[config.mk]
export PLATFORM = sky130hd
export DESIGN_NAME = axi4_burst_addr_gen
export DESIGN_NICKNAME = d
export VERILOG_FILES = /design/src/rtl/axi4_burst_addr_gen.sv
export SDC_FILE = /design/constraint.sdc
export NUM_CORES = 1
export LEC_CHECK = 0
export CORE_AREA = 2 2 164 166
export CTS_CLUSTER_DIAMETER = 50
export DETAILED_ROUTE_END_ITERATION = 6
export DIE_AREA = 0 0 166 168
export DONT_BUFFER_PORTS = 1
export GPL_ROUTABILITY_DRIVEN = 0
export HOLD_SLACK_MARGIN = 0.02
export SYNTH_ARGS = -nofsm -noshare
export SYNTH_HDL_FRONTEND = slang
export SYNTH_SLANG_ARGS = --single-unit
[constraint.sdc]
create_clock -name ACLK -period 8.9 [get_ports ACLK]
set_input_delay 1.78 -clock ACLK [delete_from_list [all_inputs] [get_ports ACLK]]
set_output_delay 1.78 -clock ACLK [all_outputs]
set_load 0.01 [all_outputs]
[src/rtl/axi4_burst_addr_gen.sv]
// Per-beat AXI4 burst address generator: one command in, len+1 beats out with per-beat response.
// Optional saturating statistics counters are enabled with `define AXI_BURST_STATS_EN.
module axi4_burst_addr_gen #(
    parameter int ADDR_WIDTH = 16,
    parameter int DATA_WIDTH = 32,
    parameter int MEM_DEPTH  = 512
) (
    input  logic                  ACLK,
    input  logic                  ARESET,
    input  logic                  cmd_valid,
    output logic                  cmd_ready,
    input  logic [ADDR_WIDTH-1:0] cmd_addr,
    input  logic [7:0]            cmd_len,
    input  logic [2:0]            cmd_size,
    input  logic [1:0]            cmd_burst,
    output logic                  beat_valid,
    input  logic                  beat_ready,
    output logic [ADDR_WIDTH-1:0] beat_addr,
    output logic [ADDR_WIDTH-1:0] beat_word,
    output logic [7:0]            beat_idx,
    output logic                  beat_last,
    output logic [1:0]            beat_resp,
    output logic                  beat_en
`ifdef AXI_BURST_STATS_EN
    ,
    output logic [15:0]           stat_bursts,
    output logic [15:0]           stat_err_beats
`endif
);

    localparam int MAX_SIZE = $clog2(DATA_WIDTH / 8);

    typedef enum logic [1:0] {
        BURST_FIXED = 2'b00,
        BURST_INCR  = 2'b01,
        BURST_WRAP  = 2'b10,
        BURST_RSVD  = 2'b11
    } axi_burst_t;

    typedef enum logic [1:0] {
        RESP_OKAY   = 2'b00,
        RESP_EXOKAY = 2'b01,
        RESP_SLVERR = 2'b10,
        RESP_DECERR = 2'b11
    } axi_resp_t;

    typedef enum logic {
        S_IDLE,
        S_RUN
    } state_t;

    state_t                state_q, state_d;
    logic [ADDR_WIDTH-1:0] addr_q, addr_d;
    logic [ADDR_WIDTH-1:0] nb_q, nb_d;
    logic [ADDR_WIDTH-1:0] lower_q, lower_d;
    logic [ADDR_WIDTH-1:0] wsz_q, wsz_d;
    logic [7:0]            idx_q, idx_d;
    logic [7:0]            len_q, len_d;
    axi_burst_t            burst_q, burst_d;
    logic                  err_q, err_d;

    logic [ADDR_WIDTH-1:0] cmd_nb, cmd_aligned, cmd_wsz, cmd_last_addr;
    logic                  wrap_len_ok, cmd_misaligned, cmd_err;
    logic [ADDR_WIDTH-1:0] incr_next, wrap_sum, next_addr;
    axi_resp_t             resp;

    // Burst-level error check, evaluated on the raw command fields.
    always_comb begin
        cmd_nb         = ADDR_WIDTH'(1) << cmd_size;
        cmd_aligned    = cmd_addr & ~(cmd_nb - ADDR_WIDTH'(1));
        cmd_wsz        = cmd_nb * (ADDR_WIDTH'(cmd_len) + ADDR_WIDTH'(1));
        cmd_last_addr  = cmd_aligned + cmd_nb * ADDR_WIDTH'(cmd_len);
        wrap_len_ok    = (cmd_len == 8'd1) || (cmd_len == 8'd3) ||
                         (cmd_len == 8'd7) || (cmd_len == 8'd15);
        cmd_misaligned = (cmd_addr & (cmd_nb - ADDR_WIDTH'(1))) != '0;
        cmd_err        = (cmd_burst == BURST_RSVD) || (int'(cmd_size) > MAX_SIZE) ||
                         ((cmd_burst == BURST_WRAP) && (!wrap_len_ok || cmd_misaligned)) ||
                         ((cmd_burst == BURST_INCR) && ((cmd_last_addr >> 12) != (cmd_addr >> 12)));
    end

    // Wrap test uses the offset from the window base so it stays correct modulo 2^ADDR_WIDTH.
    always_comb begin
        incr_next = (addr_q & ~(nb_q - ADDR_WIDTH'(1))) + nb_q;
        wrap_sum  = addr_q + nb_q;
        next_addr = incr_next;
        case (burst_q)
            BURST_FIXED: next_addr = addr_q;
            BURST_WRAP:  next_addr = ((wrap_sum - lower_q) >= wsz_q) ? lower_q : wrap_sum;
            default:     next_addr = incr_next;
        endcase
    end

    always_comb begin
        state_d = state_q;
        addr_d  = addr_q;
        nb_d    = nb_q;
        lower_d = lower_q;
        wsz_d   = wsz_q;
        idx_d   = idx_q;
        len_d   = len_q;
        burst_d = burst_q;
        err_d   = err_q;
        case (state_q)
            S_IDLE: begin
                if (cmd_valid) begin
                    state_d = S_RUN;
                    addr_d  = cmd_addr;
                    nb_d    = cmd_nb;
                    lower_d = cmd_addr & ~(cmd_wsz - ADDR_WIDTH'(1));
                    wsz_d   = cmd_wsz;
                    idx_d   = 8'd0;
                    len_d   = cmd_len;
                    burst_d = axi_burst_t'(cmd_burst);
                    err_d   = cmd_err;
                end
            end
            S_RUN: begin
                if (beat_ready) begin
                    if (idx_q == len_q) begin
                        state_d = S_IDLE;
                    end else begin
                        idx_d  = idx_q + 8'd1;
                        addr_d = next_addr;
                    end
                end
            end
            default: state_d = S_IDLE;
        endcase
    end

    always_ff @(posedge ACLK) begin
        if (ARESET) begin
            state_q <= S_IDLE;
            addr_q  <= '0;
            nb_q    <= '0;
            lower_q <= '0;
            wsz_q   <= '0;
            idx_q   <= '0;
            len_q   <= '0;
            burst_q <= BURST_FIXED;
            err_q   <= 1'b0;
        end else begin
            state_q <= state_d;
            addr_q  <= addr_d;
            nb_q    <= nb_d;
            lower_q <= lower_d;
            wsz_q   <= wsz_d;
            idx_q   <= idx_d;
            len_q   <= len_d;
            burst_q <= burst_d;
            err_q   <= err_d;
        end
    end

    // Beat outputs are forced to zero whenever no beat is presented.
    always_comb begin
        cmd_ready  = (state_q == S_IDLE);
        beat_valid = (state_q == S_RUN);
        beat_addr  = beat_valid ? addr_q : '0;
        beat_word  = beat_addr >> MAX_SIZE;
        beat_idx   = beat_valid ? idx_q : 8'd0;
        beat_last  = beat_valid && (idx_q == len_q);
        resp       = RESP_OKAY;
        if (beat_valid) begin
            if (err_q)
                resp = RESP_SLVERR;
            else if (32'(beat_word) >= 32'(MEM_DEPTH))
                resp = RESP_DECERR;
        end
        beat_resp = resp;
        beat_en   = beat_valid && (resp == RESP_OKAY);
    end

`ifdef AXI_BURST_STATS_EN
    always_ff @(posedge ACLK) begin
        if (ARESET) begin
            stat_bursts    <= '0;
            stat_err_beats <= '0;
        end else begin
            if (cmd_valid && cmd_ready && (stat_bursts != 16'hFFFF))
                stat_bursts <= stat_bursts + 16'd1;
            if (beat_valid && beat_ready && (resp != RESP_OKAY) && (stat_err_beats != 16'hFFFF))
                stat_err_beats <= stat_err_beats + 16'd1;
        end
    end
`endif

endmodule
==> flow_summary.yaml <==
critical_path:
  crit_arrival_ns: 7.30
  cp_data_required_time_ns: 9.17
  worstSetupPathType: "in -> reg"
  end_kind: "register"
  setup.worst_path.start_class: "input port"
  crit_fanout: 21
global_routing:
  grtUsageTotal: 0.223
  grt_antenna_before_repair: 2
  gr-total-overflow: 0
  grt_pass1_wl_mm: 50.3
  grt_max_degree: 69
  grt_pass1_vias: 9481
synth:
  synth_edf_count: 0
  synthCells: 1464
  yosys_register_bits: 76
  syn_area_mm2: 0.0111
  synthArstFlopShare: 0
  yosys_warnings: 0
  yosysSeqAreaShare: 0.137
  synth_cell_types: 82
  avgSynthCellArea_um2: 7.60
  synth_ff_type: "dfxtp_1"
sta:
  tightest_slew_ns: 0.816
  skew_ns: 0.00923
  finalCriticalPeriod_ns: 7.02
  finalMaxSlewViolations: 0
  setup_ws_ns: 1.88
  grt_setup_unrepaired: "false"
  hold_viol_final: 0
  slew_headroom: 0.454
  fmaxAchievable_ghz: 0.142
  setup_viol: 0
  finalCritPeriodShare: 0.789
  tns_ns: 0
clock_network:
  cts_tree: "done"
  cts_made_buffers: 9
  hold_buffers: 0
  postCtsSetupRepairBufs: 0
  clock_sinks: 76
  cts.path.max_buffers: 2
  htree_levels: 3
  path_clk_slew_ns: 0.06
  clk-insertion-delay-late_ns: 0.36
  cts-resized-gates: 0
  clock_tree.root_cell: "clkbuf_16"
place:
  dp_slack_ns: 1.52
  buffer_ports.inserted: 0
  dpl-instance-area_mm2: 0.0113
  dp_hpwl_mm: 24.3
pwr:
  powerDensity_mw_per_mm2: 125
  ir_worst_vdd_v: 0.000120
  finalPower_w: 0.00145
  leakagePower_nw: 5.13
worst_hold_path:
  worstHoldPathType: "reg -> reg"
detailed_routing:
  drtIter0Drc: 722
  dr_total_vias: 9658
  post_drt_wl_per_cell_um: 17.5
  vias_per_cell: 5.50
  detail-route-antenna-nets: 0
  dr.pass1.iters: 5
  wl_mm: 30.7
  drc: 0
floorplan:
  dieArea_mm2: 0.0279
  rows: 60
  die_y_um: 168
  start_util: 0.422
  io_pins: 79
  die_w_um: 166
  core_mm2: 0.0264
status:
  outcome: "completed"
finish:
  drive_above_1_share: 0.0403
  post-route-util: 0.440
  final_common_cell: "inv_1"
  area_growth_pct: 4.15
  final_nets: 1650
  fin_area_mm2: 0.0116
  final_cell_mix: "inv_1 (207), nand2_1 (177), nor2_1 (130), ha_1 (115), a21oi_1 (97)"
run:
  timing.max_cap.violations: 0
-- kinds of logic after synthesis --
logic type,count (synthesis),share of synthesized area
AOI/OAI and AO/OA,267,0.157
buffers and inverters,287,0.103
other,1,0.000337
and+or+nand+nor,528,0.229
DFF,76,0.137
adders and majority gates,208,0.297
muxes,10,0.00934
xor gates and xnor gates,87,0.0685
-- critical path, cell delays in order --
cell      delay [ns]
ha_1            0.23
nand3_1         0.11
xor2_1          0.48
nor2_1          0.13
fa_1            0.52
inv_1           0.05
fa_1            0.53
inv_1           0.05
fa_1            0.47
inv_1           0.05
fa_1            0.47
inv_1           0.04
ha_1            0.35
a21o_1          0.21
a221oi_2        0.28
xnor2_1         0.20
nor4_4          0.36
o21ai_2         0.12
or3b_4          0.40
or3_1           0.31
o211ai_1        0.17
-- synthesized netlist by cell type, types with 3 or more instances --
| cell type | instances | area share |
|---|---|---|
| a2111oi_0 | 3 | 0.0024 |
| a211o_1 | 3 | 0.0024 |
| a211oi_1 | 13 | 0.0088 |
| a21o_1 | 16 | 0.011 |
| a21oi_1 | 97 | 0.044 |
| a221oi_1 | 5 | 0.0039 |
| a311oi_1 | 3 | 0.0024 |
| a31oi_1 | 14 | 0.0079 |
| a32oi_1 | 3 | 0.0024 |
| a41oi_1 | 3 | 0.0024 |
| and2_1 | 50 | 0.028 |
| and3_1 | 17 | 0.0096 |
| and4_1 | 5 | 0.0039 |
| buf_1 | 6 | 0.0020 |
| buf_4 | 17 | 0.011 |
| clkbuf_1 | 54 | 0.018 |
| dfxtp_1 | 76 | 0.14 |
| fa_1 | 93 | 0.17 |
| ha_1 | 115 | 0.13 |
| inv_1 | 207 | 0.070 |
| mux2i_1 | 7 | 0.0063 |
| nand2_1 | 177 | 0.060 |
| nand2b_1 | 15 | 0.0084 |
| nand3_1 | 39 | 0.018 |
| nand4_1 | 13 | 0.0073 |
| nor2_1 | 130 | 0.044 |
| nor2b_1 | 8 | 0.0045 |
| nor3_1 | 27 | 0.012 |
| nor4_1 | 9 | 0.0051 |
| o211ai_1 | 20 | 0.014 |
| o21a_1 | 8 | 0.0054 |
| o21ai_0 | 41 | 0.018 |
| o31ai_1 | 5 | 0.0034 |
| or2_2 | 6 | 0.0034 |
| or3_1 | 12 | 0.0068 |
| or4_1 | 3 | 0.0020 |
| xnor2_1 | 60 | 0.047 |
| xor2_1 | 27 | 0.021 |
-- where the power goes --
part | internal (W) | switching [W] | leakage, nW | total (W)
clock network | 0.000202 | 0.000167 | 0.142 | 0.000369
logic | 0.000280 | 0.000416 | 4.37 | 0.000696
registers | 0.000362 | 0.0000256 | 0.621 | 0.000387
-- routing by layer --
metal / vias to the layer above / track usage / wire length [µm]
met2: 233 / 0.363 / 14200
met3: 33 / 0.0397 / 1710
met4: 0 / 0.0533 / 521
met1: 4661 / 0.308 / 14300
li1: 4731 / - / -
met5: - / 0 / 0
-- state kept, by name, indices dropped and copies added (netlist names) --
signal / flops
nb_q: 8
burst_q: 2
idx_q: 8
len_q: 8
wsz_q: 16
addr_q: 16
beat_valid: 1
err_q: 1
lower_q: 16
-- path summary, 6_finish.rpt --
| kind | slack, ns | to | cells after the start | startpoint |
|---|---|---|---|---|
| setup / recovery | 1.88 | lower_q[15] | 21 | cmd_len[0] |
| setup reg to reg | 2.98 | addr_q[0] | 23 | nb_q[0] |
| hold reg to reg | 0.45 | lower_q[12] | 2 | lower_q[12] |
| hold / removal | 0.45 | lower_q[12] | 2 | lower_q[12] |
-- stage by stage --
step / hold slack (ns) / std cells
after global routing: 0.477 / 1756
after detailed placement: 0.439 / 1739
final: 0.453 / 1756
after floorplan: 0.432 / 1465
after CTS: 0.448 / 1755
after global placement: 0.433 / 1739
-- final cells by class --
class / instances / area (µm²)
Sequential cell: 76 / 1520
Antenna cell: 1 / 2.50
Clock inverter: 6 / 53.8
Timing Repair Buffer: 11 / 82.6
Tap cell: 341 / 427
Fill cell: 2683 / 14800
Clock buffer: 10 / 239
Inverter: 209 / 785
Multi-Input combinational cell: 1102 / 8470
Power figures use the tool's default switching activity.
